$ cat config.mk
export PLATFORM = sky130hd
export DESIGN_NAME = jtframe_sdram_arb_flat
export DESIGN_NICKNAME = d
export VERILOG_FILES = /design/src/rtl/jtframe_sdram_arb_if.sv /design/src/rtl/jtframe_sdram_arb.sv /design/src/flat_wrapper.sv
export SDC_FILE = /design/constraint.sdc
export NUM_CORES = 1
export LEC_CHECK = 0
export CAP_MARGIN = 20
export CORE_MARGIN = 10
export CORE_UTILIZATION = 38
export DETAILED_ROUTE_END_ITERATION = 12
export PLACE_DENSITY = 0.92
export SLEW_MARGIN = 20
export SYNTH_ARGS = -nofsm -noshare
export SYNTH_HDL_FRONTEND = slang
export SYNTH_SLANG_ARGS = --single-unit
$ cat constraint.sdc
create_clock -name clk -period 2.62 [get_ports clk]
set_input_delay 0.393 -clock clk [delete_from_list [all_inputs] [get_ports clk]]
set_output_delay 0.393 -clock clk [all_outputs]
set_load 0.1 [all_outputs]
$ cat src/rtl/jtframe_sdram_arb_if.sv
// Bus bundle between the slot bank, the arbiter and the SDRAM command sequencer.
//
// Slot side:  slot_req/slot_rnw/slot_addr/slot_wrdata come from the slots;
//             slot_we/din_ok/dout go back to them.
// SDRAM side: sdram_req/sdram_rnw/sdram_addr/sdram_wrdata go to the controller;
//             sdram_ack/sdram_rdy/sdram_din come back from it.
//
// modport master : the arbiter view (drives sdram_* commands and slot results)
// modport slave  : the environment view (slots + controller)
interface jtframe_sdram_arb_if #(
   parameter int SLOTS = 4
);
   logic [SLOTS-1:0]    slot_req;
   logic [SLOTS-1:0]    slot_rnw;
   logic [SLOTS*22-1:0] slot_addr;
   logic [SLOTS*32-1:0] slot_wrdata;
   logic [SLOTS-1:0]    slot_we;
   logic                din_ok;
   logic [31:0]         dout;

   logic                sdram_req;
   logic                sdram_rnw;
   logic [21:0]         sdram_addr;
   logic [31:0]         sdram_wrdata;
   logic                sdram_ack;
   logic                sdram_rdy;
   logic [31:0]         sdram_din;

   modport master (
      input  slot_req, slot_rnw, slot_addr, slot_wrdata,
      output slot_we, din_ok, dout,
      output sdram_req, sdram_rnw, sdram_addr, sdram_wrdata,
      input  sdram_ack, sdram_rdy, sdram_din
   );

   modport slave (
      output slot_req, slot_rnw, slot_addr, slot_wrdata,
      input  slot_we, din_ok, dout,
      input  sdram_req, sdram_rnw, sdram_addr, sdram_wrdata,
      output sdram_ack, sdram_rdy, sdram_din
   );
endinterface

$ cat src/rtl/jtframe_sdram_arb.sv
// Shares one SDRAM controller port among SLOTS request slots. One transaction
// is in flight at a time: a pending slot is granted, its command is forwarded
// and held until the controller acknowledges, then the returned word is routed
// back with a one-hot slot_we and a one-cycle din_ok.
//
// Ports:
//   clk, rst_n   clock (rising edge) and asynchronous active-low reset
//   bus          jtframe_sdram_arb_if.master: slot requests/results and the
//                controller command/response signals
//   timeout      sticky flag, set when a transaction is aborted after TOUT
//                cycles without sdram_rdy; cleared only by reset
//   st_dbg       current FSM state (0 IDLE, 1 REQ, 2 WAIT, 3 DONE)
//
// Handshake: sdram_req is a level held with a stable command until the
// controller pulses sdram_ack for one cycle; sdram_rdy is a one-cycle pulse
// that completes the command (read data valid on sdram_din). ack/rdy are only
// looked at in REQ/WAIT. Slot requests are levels sampled only in IDLE.
module jtframe_sdram_arb #(
   parameter int SLOTS = 4,
   parameter int FIXED = 0,
   parameter int TOUT  = 255
)(
   input  logic                 clk,
   input  logic                 rst_n,
   jtframe_sdram_arb_if.master  bus,
   output logic                 timeout,
   output logic [1:0]           st_dbg
);

   localparam int LW = $clog2(SLOTS);
   localparam int CW = (TOUT > 0) ? $clog2(TOUT + 1) : 1;
   localparam logic [CW-1:0] TOUT_C = CW'(TOUT);

   typedef enum logic [1:0] {IDLE = 2'd0, REQ = 2'd1, WAIT = 2'd2, DONE = 2'd3} state_t;

   state_t          state, state_nxt;
   logic [LW-1:0]   last, last_nxt, win;
   logic [CW-1:0]   cnt, cnt_nxt, cnt_inc;
   logic [SLOTS-1:0] we_nxt;
   logic            din_ok_nxt, req_nxt, rnw_nxt, tout_nxt;
   logic [31:0]     dout_nxt, wrdata_nxt;
   logic [21:0]     addr_nxt;

   assign st_dbg  = state;
   assign cnt_inc = cnt + 1'b1;

   // Winner selection. Round-robin scans upward starting just after the last
   // granted slot, wrapping around; fixed priority always scans from slot 0.
   function automatic logic [LW-1:0] pick(input logic [SLOTS-1:0] req,
                                          input logic [LW-1:0]    prev);
      logic    found;
      int      idx;
      pick  = '0;
      found = 1'b0;
      for (int i = 0; i < SLOTS; i++) begin
         idx = (FIXED != 0) ? i : (int'(prev) + 1 + i) % SLOTS;
         if (!found && req[idx]) begin
            found = 1'b1;
            pick  = LW'(idx);
         end
      end
   endfunction

   assign win = pick(bus.slot_req, last);

   always_comb begin
      state_nxt  = state;
      req_nxt    = bus.sdram_req;
      rnw_nxt    = bus.sdram_rnw;
      addr_nxt   = bus.sdram_addr;
      wrdata_nxt = bus.sdram_wrdata;
      we_nxt     = bus.slot_we;
      din_ok_nxt = 1'b0;
      dout_nxt   = bus.dout;
      tout_nxt   = timeout;
      last_nxt   = last;
      cnt_nxt    = cnt;
      case (state)
         IDLE: begin
            we_nxt = '0;
            if (|bus.slot_req) begin
               state_nxt  = REQ;
               req_nxt    = 1'b1;
               we_nxt     = {{(SLOTS-1){1'b0}}, 1'b1} << win;
               rnw_nxt    = bus.slot_rnw[win];
               addr_nxt   = bus.slot_addr[22*win +: 22];
               wrdata_nxt = bus.slot_wrdata[32*win +: 32];
               last_nxt   = win;
               cnt_nxt    = '0;
            end
         end
         REQ: begin
            if (bus.sdram_ack) begin
               req_nxt = 1'b0;
               // A controller that completes in the ack cycle skips WAIT.
               if (bus.sdram_rdy) begin
                  state_nxt  = DONE;
                  din_ok_nxt = 1'b1;
                  if (bus.sdram_rnw) dout_nxt = bus.sdram_din;
               end else begin
                  state_nxt = WAIT;
               end
            end
         end
         WAIT: begin
            if (bus.sdram_rdy) begin
               state_nxt  = DONE;
               din_ok_nxt = 1'b1;
               if (bus.sdram_rnw) dout_nxt = bus.sdram_din;
            end else if (TOUT != 0 && cnt_inc == TOUT_C) begin
               // Give up on a controller that never answers; the slot sees no din_ok.
               state_nxt = IDLE;
               tout_nxt  = 1'b1;
               we_nxt    = '0;
            end else begin
               cnt_nxt = cnt_inc;
            end
         end
         DONE: begin
            state_nxt = IDLE;
            we_nxt    = '0;
         end
         default: state_nxt = IDLE;
      endcase
   end

   always_ff @(posedge clk or negedge rst_n) begin
      if (!rst_n) begin
         state            <= IDLE;
         bus.slot_we      <= '0;
         bus.din_ok       <= 1'b0;
         bus.dout         <= '0;
         bus.sdram_req    <= 1'b0;
         bus.sdram_rnw    <= 1'b1;
         bus.sdram_addr   <= '0;
         bus.sdram_wrdata <= '0;
         timeout          <= 1'b0;
         last             <= LW'(SLOTS-1);
         cnt              <= '0;
      end else begin
         state            <= state_nxt;
         bus.slot_we      <= we_nxt;
         bus.din_ok       <= din_ok_nxt;
         bus.dout         <= dout_nxt;
         bus.sdram_req    <= req_nxt;
         bus.sdram_rnw    <= rnw_nxt;
         bus.sdram_addr   <= addr_nxt;
         bus.sdram_wrdata <= wrdata_nxt;
         timeout          <= tout_nxt;
         last             <= last_nxt;
         cnt              <= cnt_nxt;
      end
   end

endmodule

$ cat src/flat_wrapper.sv
// flat-port wrapper written by rule: the top's interface ports become plain ports
module jtframe_sdram_arb_flat 
#(
   parameter int SLOTS = 4,
   parameter int FIXED = 0,
   parameter int TOUT  = 255
)
  (clk, rst_n, timeout, st_dbg, bus_slot_req, bus_slot_rnw, bus_slot_addr, bus_slot_wrdata, bus_slot_we, bus_din_ok, bus_dout, bus_sdram_req, bus_sdram_rnw, bus_sdram_addr, bus_sdram_wrdata, bus_sdram_ack, bus_sdram_rdy, bus_sdram_din);
  jtframe_sdram_arb_if #(.SLOTS(SLOTS)) bus_i ();
  input  logic clk;
  input  logic rst_n;
  output logic timeout;
  output logic [1:0] st_dbg;
  input wire logic [$bits(bus_i.slot_req)-1:0] bus_slot_req;
  input wire logic [$bits(bus_i.slot_rnw)-1:0] bus_slot_rnw;
  input wire logic [$bits(bus_i.slot_addr)-1:0] bus_slot_addr;
  input wire logic [$bits(bus_i.slot_wrdata)-1:0] bus_slot_wrdata;
  output wire logic [$bits(bus_i.slot_we)-1:0] bus_slot_we;
  output wire logic [$bits(bus_i.din_ok)-1:0] bus_din_ok;
  output wire logic [$bits(bus_i.dout)-1:0] bus_dout;
  output wire logic [$bits(bus_i.sdram_req)-1:0] bus_sdram_req;
  output wire logic [$bits(bus_i.sdram_rnw)-1:0] bus_sdram_rnw;
  output wire logic [$bits(bus_i.sdram_addr)-1:0] bus_sdram_addr;
  output wire logic [$bits(bus_i.sdram_wrdata)-1:0] bus_sdram_wrdata;
  input wire logic [$bits(bus_i.sdram_ack)-1:0] bus_sdram_ack;
  input wire logic [$bits(bus_i.sdram_rdy)-1:0] bus_sdram_rdy;
  input wire logic [$bits(bus_i.sdram_din)-1:0] bus_sdram_din;
  assign bus_i.slot_req = bus_slot_req;
  assign bus_i.slot_rnw = bus_slot_rnw;
  assign bus_i.slot_addr = bus_slot_addr;
  assign bus_i.slot_wrdata = bus_slot_wrdata;
  assign bus_slot_we = bus_i.slot_we;
  assign bus_din_ok = bus_i.din_ok;
  assign bus_dout = bus_i.dout;
  assign bus_sdram_req = bus_i.sdram_req;
  assign bus_sdram_rnw = bus_i.sdram_rnw;
  assign bus_sdram_addr = bus_i.sdram_addr;
  assign bus_sdram_wrdata = bus_i.sdram_wrdata;
  assign bus_i.sdram_ack = bus_sdram_ack;
  assign bus_i.sdram_rdy = bus_sdram_rdy;
  assign bus_i.sdram_din = bus_sdram_din;
  jtframe_sdram_arb #(.SLOTS(SLOTS), .FIXED(FIXED), .TOUT(TOUT)) u_core (.clk(clk), .rst_n(rst_n), .bus(bus_i), .timeout(timeout), .st_dbg(st_dbg));
endmodule
; Yosys cells after proc, flatten, opt, wreduce, memory -nomap -nowiden
; Index checks and enable logic that the tools add are counted.
[word_totals]
elab_cells = 108
reg_bits = 106
output_inout_bits = 96
in_bits = 260
[classes]
n_mul = 1
bitwise = 5
shift = 3
n_mux = 45
add_sub_neg = 5
eq_ne = 10
order_cmp = 5
n_reduce_logical = 23
[ops]
columns = op, count
row1 = $shiftx A128 B8 Y32, 1
row2 = $mux W32, 3
row3 = $shiftx A88 B8 Y22, 1
row4 = $add A32 B3 Y32 const B, 2
row5 = $pmux W32 S2, 1
row6 = $add A32 B2 Y32 const B, 1
row7 = $mux W8, 3
row8 = $mux W1, 17
row9 = $lt A3 B4 Y1 const B, 4
row10 = $mux W2, 8
row11 = $pmux W8 S2, 1
row12 = $mux W4, 3
row13 = $pmux W4 S3, 1
row14 = $reduce_and A3 Y1, 4
row15 = $bmux W1 S2, 5
row16 = $add A8 B1 Y8 const B, 1
row17 = $eq A8 B8 Y1 const B, 1
row18 = $pmux W2 S4, 1
row19 = $reduce_or A2 Y1, 4
row20 = $mul A4 B2 Y6 const A, 1
row21 = $ne A2 B2 Y1 const B, 3
row22 = $reduce_bool A2 Y1, 3
row23 = $eq A2 B2 Y1 const B, 2
row24 = $ne A2 B1 Y1 const B, 2
row25 = other kinds (16), 24

; Longest topological paths before layout
; Gate-level depths: netlist of the first run.
[depth]
depth_word = 19
depth_mapped = 8
ltp_nobuf = 7

; Worst setup path before layout of the first run
; OpenSTA, ideal clock, no wires.
[synth_timing]
kind = reg2reg
from = register u_core.state[1], in the netlist u_core.st_dbg[1]
to = register u_core.cnt[4]
period_less_slack_ps = 2552
t_arrival_ps = 2427
t_required_ps = 2496
path_buffers = 0
path_slack_ps = 68
stages_incl_launch_ff = 8
setup_ps = 124
cell_sequence = dfrtp_1 inv_1 ha_1 nor2b_1 or4_4 o21ai_4 or4b_1 nand3_1
[synth_between]
elab_chain_cells = 3
elab_cells_between_ends = 8
classes_between = eq/ne (4) / mux (1) / reduce/logical (3)
[synth_lines]
columns = item, line
row1 = "start, declared", jtframe_sdram_arb.sv:36  ; state_t state, state_nxt;
row2 = "start signal, assigned", jtframe_sdram_arb.sv:141  ; state <= state_nxt;
row3 = $eq A2 B2 Y1 or $logic_not A2 Y1 (tied branches), jtframe_sdram_arb.sv:78  ; case (state)
row4 = $ne A2 B2 Y1 (no source line) (tied with other cells), --
row5 = $reduce_and A4 Y1 (no source line), --
row6 = "end signal, assigned", jtframe_sdram_arb.sv:151  ; cnt <= cnt_nxt;
row7 = "end, declared", jtframe_sdram_arb.sv:38  ; logic [CW-1:0] cnt, cnt_nxt, cnt_inc;
; Parallel ways exist; a longest one is shown, timed or not.
; A chain may end at the register's enable or synchronous reset.

; Worst setup path in the final report of the first run
; Same ends and word-level chain as after synthesis.

==> results of run 1 <==
## worst reg2reg max path, delay by kind of cell, from the launching register on
| kind | cells | cell delay [ps] |
|---|---|---|
| AND/OR/NAND/NOR | 3 | 870 |
| flip-flops | 1 | 450 |
| AO/OA/AOI/OAI | 2 | 320 |
| adder cells (fa/ha/maj) | 1 | 290 |
| buffers and inverters | 1 | 130 |
## where the power goes
part / internal, mW / total (mW) / switching [mW] / leakage (nW)
sequential: 2.43 / 2.92 / 0.493 / 1.31
clock: 0.665 / 1.34 / 0.674 / 0.140
combinational: 2.76 / 10.2 / 7.43 / 2.91
## flip-flops by register name, indices dropped and copies added (netlist names)
register / count
u_core.bus.din_ok: 1
u_core.bus.dout: 32
u_core.bus.sdram_addr: 22
u_core.bus.sdram_req: 1
u_core.bus.sdram_rnw: 1
u_core.bus.sdram_wrdata: 32
u_core.bus.slot_we: 4
u_core.cnt: 8
u_core.last: 2
u_core.st_dbg: 2
u_core.timeout: 1
## worst max path at each step
stage	start	end	slack (ps)	cells after the start
6_report	u_core.st_dbg[1]	u_core.cnt[4]	500	7
2_1_floorplan	u_core.st_dbg[1]	u_core.cnt[4]	70	7
3_3_place_gp	bus_slot_req[3]	u_core.bus.sdram_addr[7]	300	7
4_1_cts	u_core.st_dbg[1]	u_core.cnt[4]	480	7
3_5_place_dp	bus_slot_req[3]	u_core.bus.sdram_addr[5]	230	7
5_1_grt	u_core.st_dbg[1]	u_core.cnt[4]	380	7
## metrics by stage
stage	cells	cell area [µm²]	total power, mW	hold slack [ps]	setup WS, ps
finish	1054	9720	14.5	16.9	502
global route	1054	9720	15.0	36.0	378
CTS	1054	9720	14.5	18.5	484
detailed placement	1038	9430	13.2	400	227
global placement	1038	9430	13.0	403	303
floorplan	508	5780	10.5	97.4	68.5
## metal layers
layer	track usage	share of wire	vias up
met1	0.232	0.36	2730
met2	0.372	0.52	242
met5	0	0	-
li1	-	-	2600
met4	0.0591	0.019	0
met3	0.0861	0.098	29
## cells in the final DEF (no fill, tap or decap), types with 3 or more instances in the layout
master	n
nand2b_1	4
buf_12	10
clkdlybuf4s50_1	258
o21ai_1	4
clkbuf_16	9
nor2_1	14
a21oi_1	9
inv_1	7
nand3_1	5
mux2_4	4
dfrtp_1	103
o21ai_0	5
nand3b_1	3
nand2_1	74
buf_4	107
o221ai_1	55
mux2i_1	114
ha_1	6
inv_6	3
dfstp_2	3
mux2_2	32
## cells by family after synthesis
family          after synthesis
mux                         150
simple gates                118
xor+xnor                      3
buf+inv                      40
compound gates               85
flops                       106
fa+ha+maj                     6
## synth_stat cells, types with 2 or more instances
cell,instances,area (µm²)
mux2i_1,114,1140
dfrtp_1,103,2580
nand2_1,76,285
o221ai_1,55,482
mux2_2,32,360
buf_2,15,75.1
nor2_1,15,56.3
buf_4,11,82.6
a21oi_1,9,45.0
inv_1,7,26.3
ha_1,6,75.1
clkbuf_1,5,18.8
nand2b_1,5,31.3
nand3_1,5,25.0
o21ai_0,5,25.0
mux2_4,4,60.1
o21ai_1,4,20.0
dfstp_2,3,78.8
nand3b_1,3,22.5
a21o_1,2,15.0
clkbuf_4,2,15.0
nor2b_1,2,12.5
or2_2,2,12.5
or3_1,2,12.5
## layout make-up
| class | instances | area (µm²) |
|---|---|---|
| Sequential cell | 106 | 2660 |
| Timing Repair Buffer | 375 | 3590 |
| Tap cell | 188 | 235 |
| Fill cell | 1169 | 5310 |
| Clock buffer | 9 | 225 |
| Multi-Input combinational cell | 362 | 2930 |
| Inverter | 7 | 26.3 |
| Clock inverter | 7 | 63.8 |
==> results_dict.tcl, run 1 <==
set metrics [dict create \
    first_iter_violations 344 \
    cp_max_fo 9 \
    track_usage 0.213 \
    relSlewSlack 0.646 \
    dr.pass1.iters 5 \
    die_h_um 143 \
    cts_resized 0 \
    floorplan.initialDensity 0.385 \
    hold_buffers 0 \
    final_util 0.647 \
    synth_top_family_by_area "multiplexers" \
    syn_avg_cell_area_um2 11.4 \
    synth_xor_area_frac 0.00779 \
    reg2reg_slack_ps 500 \
    fmax_ghz 0.472 \
    status "completed" \
    drv_slew 0 \
    rsz0062_at_grt "false" \
    fin_setup_tns_ps 0 \
    synth_cells 508 \
    grt_overflow_total 0 \
    syn_nets 774 \
    drv_cap 0 \
    dieWidth_um 143 \
    grt_pass1_vias 6115 \
    worst-setup-path-type "reg2reg" \
    cp.required_ps 2900 \
    path_buf_inv 1 \
    synth_flop_cell "dfrtp_1" \
    antenna_found_initial 0 \
    holdCritPathClass "in2async" \
    ir_worst_vdd_mv 1.22 \
    layout-drive-gt1-share 0.218 \
    reg2reg_depth 7 \
    diodes 0 \
    synthAdderAreaFrac 0.0130 \
    num_io_pins 356 \
    muxShareOfSynthArea 0.270 \
    ant_nets 0 \
    worstSetupEndpointType "flop" \
    grt_max_degree 71 \
    ys_types 45 \
    finalCriticalPeriod_ps 2120 \
    ys_seq_area_frac 0.459 \
    htreeDepth 3 \
    dr_total_vias 5601 \
    grt_first_pass_wirelength_um 34300 \
    drc 0 \
    vias_per_cell 5.31 \
    dpl.hpwl_um 18700 \
    worstPathArrival_ps 2400 \
    syn_area_um2 5780 \
    worstSetupStartpointType "flop" \
    die_area_um2 20600 \
    synth_edf_count 0 \
    routedWlPerCell_um 21.8 \
    slowest_stage "or4b_1" \
    gp_congestion 0.896 \
    p_leak_nw 4.36 \
    nets 1127 \
    fin_crit_sh 0.809 \
    cts_buffers 9 \
    crit_chain "inv_1 > ha_1 > nor2b_1 > a2bb2oi_2 > o21ai_4 > or4b_1 > nand3_1" \
    r2r_start "u_core.st_dbg[1]" \
    cp_top_family "simple AND/OR/NAND/NOR gates" \
    cpPeakStageDelay_ps 510 \
    floorplan.rows 45 \
    cts_tree "yes" \
    synth_compound_area_frac 0.120 \
    areaGrowthSynthToFinish_pct 68.1 \
    clk_path_buf_depth 2 \
    fin_worst_skew_ps 10.4 \
    tightest_slew_ps 531 \
    synth-seq-cells 106 \
    r2r-end "u_core.cnt[4]" \
    yosys.area_share.simple 0.0928 \
    hold_viol 0 \
    powerDensity_nw_per_um2 1490 \
    cts_setup_buffers 0 \
    clock_sinks 106 \
    synthArstFlopShare 1.00 \
    cts-root-buf "clkbuf_16" \
    clkTransAtPathRegs_ps 70 \
    ys_warn_count 0 \
    finalSetupViolCount 0 \
    core_area_um2 15000 \
    clock_latency_ps 350 \
    wl_um 23000 \
    numPortBuffers 355 \
]
Power figures use the tool's default switching activity.
==> run 2, diff against run 1 <==
==> constraint.sdc (replaced) <==
create_clock -name clk -period 2.1 [get_ports clk]
set_input_delay 0.315 -clock clk [delete_from_list [all_inputs] [get_ports clk]]
set_output_delay 0.315 -clock clk [all_outputs]
set_load 0.1 [all_outputs]
==> run 2 against run 1 <==
Net effect:
- power rose by 28%
- core utilization up 2.1 points
- clock power rose by 25%
- critical endpoint unchanged
- largest power group unchanged
- highest routed layer unchanged
==> results_dict.tcl, run 2 (synthesis results as in run 1) <==
set metrics [dict create \
    status "completed" \
    powerDensity_nw_per_um2 1850 \
    track_usage 0.213 \
    relSlewSlack 0.588 \
    fin_setup_tns_ps 0 \
    reg2reg_depth 7 \
    ant_nets 0 \
    layout_common_cells "258 x clkdlybuf4s50_1, 126 x buf_4, 114 x mux2i_1" \
    cts-root-buf "clkbuf_16" \
    fillCellCount 1127 \
    clock_latency_ps 350 \
    htreeDepth 3 \
    die_area_um2 20600 \
    fin_ws_ps 82.6 \
    reg2reg_slack_ps 80 \
    grt.met1_usage 0.228 \
    hold_buffers 0 \
    vias_per_cell 5.29 \
    grtUsageMet3 0.0828 \
    antenna_found_initial 0 \
    worst-setup-path-type "reg2reg" \
    grt_pass1_vias 6150 \
    finalCriticalPeriod_ps 2020 \
    gp_congestion 0.922 \
    crit_chain "inv_1 > ha_4 > and2b_2 > a2bb2oi_2 > o21ai_4 > or4b_1 > nand3_1" \
    multiInputGateArea_um2 2960 \
    numPortBuffers 355 \
    hold_viol 0 \
    tightest_slew_ps 618 \
    clk_path_buf_depth 2 \
    wl_um 23500 \
    diodes 0 \
    areaGrowthSynthToFinish_pct 73.5 \
    first_iter_violations 344 \
    holdCritPathClass "in2async" \
    final_util 0.668 \
    cp.required_ps 2380 \
    clkTransAtPathRegs_ps 80 \
    routedWlPerCell_um 21.8 \
    stdcell_area_um2 10000 \
    dr_total_vias 5709 \
    pre_cts_slack_ps -157 \
    dpl.hpwl_um 19000 \
    fin_crit_sh 0.961 \
    reg.largest.list "u_core.bus.dout (32), u_core.bus.sdram_wrdata (32), u_core.bus.sdram_addr (22)" \
    whs_ps 4.49 \
    drv_cap 0 \
    die_h_um 143 \
    cts_buffers 9 \
    num_io_pins 356 \
    grt-busiest-layer "met2" \
    r2r-end "u_core.cnt[4]" \
    dieWidth_um 143 \
    nets 1153 \
    ir_worst_vdd_mv 2.13 \
    ff_latch_area_um2 2660 \
    worstSetupStartpointType "flop" \
    fmax_ghz 0.496 \
    core_area_um2 15000 \
    clock_sinks 106 \
    stdcell_count 1080 \
    finalSetupViolCount 0 \
    floorplan.rows 45 \
    final_common_cell "clkdlybuf4s50_1" \
    cpPeakStageDelay_ps 520 \
    use_met2 0.387 \
    grt_overflow_total 0 \
    placed_area_um2 9720 \
    dr.pass1.iters 5 \
    fin_worst_skew_ps 9.06 \
    floorplan.initialDensity 0.385 \
    slowest_stage "dfrtp_4" \
    r2r_start "u_core.st_dbg[0]" \
    layout-drive-gt1-share 0.249 \
    worstPathArrival_ps 2290 \
    cts_tree "yes" \
    total_power_mw 18.6 \
    grt_first_pass_wirelength_um 34200 \
    grt_max_degree 107 \
    dp.cells 1062 \
    cp_max_fo 6 \
    drv_slew 0 \
    worstSetupEndpointType "flop" \
    drc 0 \
    p_leak_nw 4.52 \
]
==> run 2: changes by cell type in the layout (fill, tap and decap cells not counted), sizes merged <==
cell      before  now
buf          117  143
clkinv         3    1
inv           10   12
clkbuf         9   10
clkinvlp       1    0
==> run 2: power breakdown <==
part           switching [mW]  leakage (nW)  internal [mW]
Sequential              0.635          1.31           3.04
Clock                   0.838         0.140          0.836
Combinational            9.38          3.08           3.83
Total                    10.9          4.52           7.70
==> run 2: final cells by class <==
cell class,count,share of cell area
Timing Repair Buffer,401,0.385
Inverter,7,0.00262
Sequential cell,106,0.265
Multi-Input combinational cell,362,0.295
Tap cell,188,0.0234
Clock buffer,10,0.0228
Clock inverter,6,0.00549
==> run 2: what timing repair did <==
item	4_1_cts	5_1_grt
setup endpoints to repair	0	10
resized for setup	0	4
buffers inserted	0	2
==> run 2: metal layers <==
layer | routed length [µm] | vias to the layer above
li1 | - | 2642
met1 | 8290 | 2757
met2 | 12400 | 291
met3 | 2520 | 19
met4 | 274 | 0
met5 | 0 | -
==> run 2: how the worst max path moves through the flow <==
stage | from | endpoint | slack (ps) | cells past startpoint
final | u_core.st_dbg[0] | u_core.cnt[4] | 80 | 7
after global routing | u_core.st_dbg[0] | u_core.cnt[4] | -0.6 | 7
after CTS | u_core.cnt[0] | u_core.cnt[2] | 70 | 7
after detailed placement | bus_slot_req[3] | u_core.bus.sdram_addr[0] | -160 | 7
after global placement | bus_slot_req[3] | u_core.bus.sdram_addr[11] | -70 | 7
after floorplan | u_core.st_dbg[0] | u_core.cnt[4] | 10 | 7
==> run 2: worst max-delay path, delay by kind of cell (launching register included) <==
family / cells / cell delay (ps)
AOI/OAI and AO/OA: 2 / 290
and+or+nand+nor: 3 / 830
buffers and inverters: 1 / 130
adders and majority gates: 1 / 180
DFF: 1 / 520
==> run 3, diff against run 2 <==
--- a/config.mk
+++ b/config.mk
@@ -6,10 +6,13 @@
 export NUM_CORES = 1
 export LEC_CHECK = 0
 export CAP_MARGIN = 20
+export CELL_PAD_IN_SITES_DETAIL_PLACEMENT = 0
+export CELL_PAD_IN_SITES_GLOBAL_PLACEMENT = 1
 export CORE_MARGIN = 10
-export CORE_UTILIZATION = 38
+export CORE_UTILIZATION = 27
+export CTS_CLUSTER_SIZE = 28
 export DETAILED_ROUTE_END_ITERATION = 12
-export PLACE_DENSITY = 0.92
+export PLACE_DENSITY = 0.9
 export SLEW_MARGIN = 20
 export SYNTH_ARGS = -nofsm -noshare
 export SYNTH_HDL_FRONTEND = slang
==> run 3 against run 2 <==
Net effect:
- clock skew grew 1.7 ps
- non-clock buffer count unchanged
- clock power grew 4%
- final area increased by 1.1%
- power is 0.32% lower
- die area up 35%
- combinational power about the same
- count of clock-buffer cells in the layout is 1 lower
==> results_dict.tcl, run 3 (synthesis results as in run 1) <==
set metrics [dict create \
    vias_per_cell 4.78 \
    htreeDepth 3 \
    dieWidth_um 166 \
    rsz0062_at_grt "false" \
    clk_path_buf_depth 2 \
    worstSetupEndpointType "flop" \
    core_area_um2 21000 \
    grt_first_pass_wirelength_um 36600 \
    cts_tree "yes" \
    stdcell_area_um2 10100 \
    cp.required_ps 2390 \
    slowest_stage "dfrtp_4" \
    numPortBuffers 355 \
    fillCellCount 1937 \
    die_h_um 166 \
    finalSetupViolCount 0 \
    diodes 0 \
    ant_nets 0 \
    placed_area_um2 9820 \
    total_power_mw 18.5 \
    drv_slew 0 \
    powerDensity_nw_per_um2 1820 \
    floorplan.rows 53 \
    clkTransAtPathRegs_ps 80 \
    drv_cap 0 \
    fin_crit_sh 0.950 \
    clock_latency_ps 350 \
    gp_congestion 0.842 \
    hold_viol 0 \
    cts-root-buf "clkbuf_16" \
    nets 1153 \
    worstSetupStartpointType "flop" \
    fin_worst_skew_ps 10.8 \
    drc 0 \
    grt_max_degree 41 \
    fmax_ghz 0.502 \
    cpPeakStageDelay_ps 520 \
    die_area_um2 27700 \
    grt_pass1_vias 6172 \
    tightest_slew_ps 502 \
    worstPathArrival_ps 2290 \
    finalCriticalPeriod_ps 1990 \
    holdCritPathClass "in2async" \
    dpl.hpwl_um 19000 \
    p_leak_nw 4.52 \
    first_iter_violations 316 \
    num_io_pins 356 \
    dr_total_vias 5576 \
    grt_overflow_total 0 \
    cp_max_fo 6 \
    fin_setup_tns_ps 0 \
    relSlewSlack 0.665 \
    final_common_cell "clkdlybuf4s50_1" \
    dr.pass1.iters 4 \
    crit_chain "inv_1 > ha_2 > and2b_2 > a2bb2oi_2 > o21ai_4 > or4b_1 > nand3_1" \
    areaGrowthSynthToFinish_pct 75.4 \
    antenna_found_initial 0 \
    cts_buffers 9 \
    worst-setup-path-type "reg2reg" \
    ir_worst_vdd_mv 1.24 \
    track_usage 0.165 \
    routedWlPerCell_um 20.3 \
    layout-drive-gt1-share 0.248 \
    status "completed" \
    floorplan.initialDensity 0.275 \
    wl_um 23600 \
    layout_common_cells "258 x clkdlybuf4s50_1, 125 x buf_4, 114 x mux2i_1" \
    reg.largest.list "u_core.bus.dout (32), u_core.bus.sdram_wrdata (32), u_core.bus.sdram_addr (22)" \
    clock_sinks 106 \
]
## run 3: layout make-up
type / count / area [µm²] / share of cell area
timing repair buffer: 401 / 3870 / 0.382
multi-input combinational: 362 / 2950 / 0.290
sequential: 106 / 2660 / 0.263
tap: 275 / 344 / 0.0339
clock buffer: 9 / 225 / 0.0222
clock inverter: 7 / 70.1 / 0.00691
inverter: 7 / 26.3 / 0.00259
## run 3: metal layers
layer	part of all wire	GRT usage	vias to the layer above
met3	0.078	0.0575	18
li1	-	-	2651
met1	0.41	0.191	2670
met5	0	0	-
met2	0.50	0.282	237
met4	0.019	0.0451	0
## run 3: what timing repair did
action                     in CTS  in global routing
setup endpoints to repair       0                 22
setup buffers                   0                  2
gates resized for setup         0                  2
hold buffers                    1                  0
hold endpoints to repair       33                  0
## run 3: critical path: cells and delay by family, from the launching register on
| family | cells | cell delay, ps |
|---|---|---|
| AND/OR/NAND/NOR | 3 | 800 |
| adder cells (fa/ha/maj) | 1 | 240 |
| buffers and inverters | 1 | 100 |
| AO/OA/AOI/OAI | 2 | 290 |
| flip-flops | 1 | 520 |
## run 3: report_power, final
group	total, mW	switching (mW)	internal (mW)	leakage [nW]
Combinational	13.1	9.34	3.80	3.07
Clock	1.74	0.897	0.844	0.142
Sequential	3.62	0.585	3.04	1.31
Total	18.5	10.8	7.68	4.52
## run 3: per-stage QoR
stage,instances,hold WS [ps],util,worst slack (ps)
finish,1167,466,0.483,106
global route,1167,510,0.483,3.17
CTS,1165,465,0.482,101
detailed placement,1148,324,0.467,-112
global placement,1148,322,0.467,-54.7
floorplan,508,19.4,-,14.1
## run 3: worst paths after layout
path                                       start                  endpoint  slack, ps  cells after the start
worst max-delay path            u_core.st_dbg[0]             u_core.cnt[4]        110                      7
worst max register to register  u_core.st_dbg[0]             u_core.cnt[4]        110                      7
max in group asynchronous                  rst_n      u_core.bus.sdram_rnw        980                      3
worst min-delay path                       rst_n  u_core.bus.sdram_addr[1]        470                      2
min in group clk                  u_core.timeout            u_core.timeout        470                      1
worst min register to register    u_core.timeout            u_core.timeout        470                      1
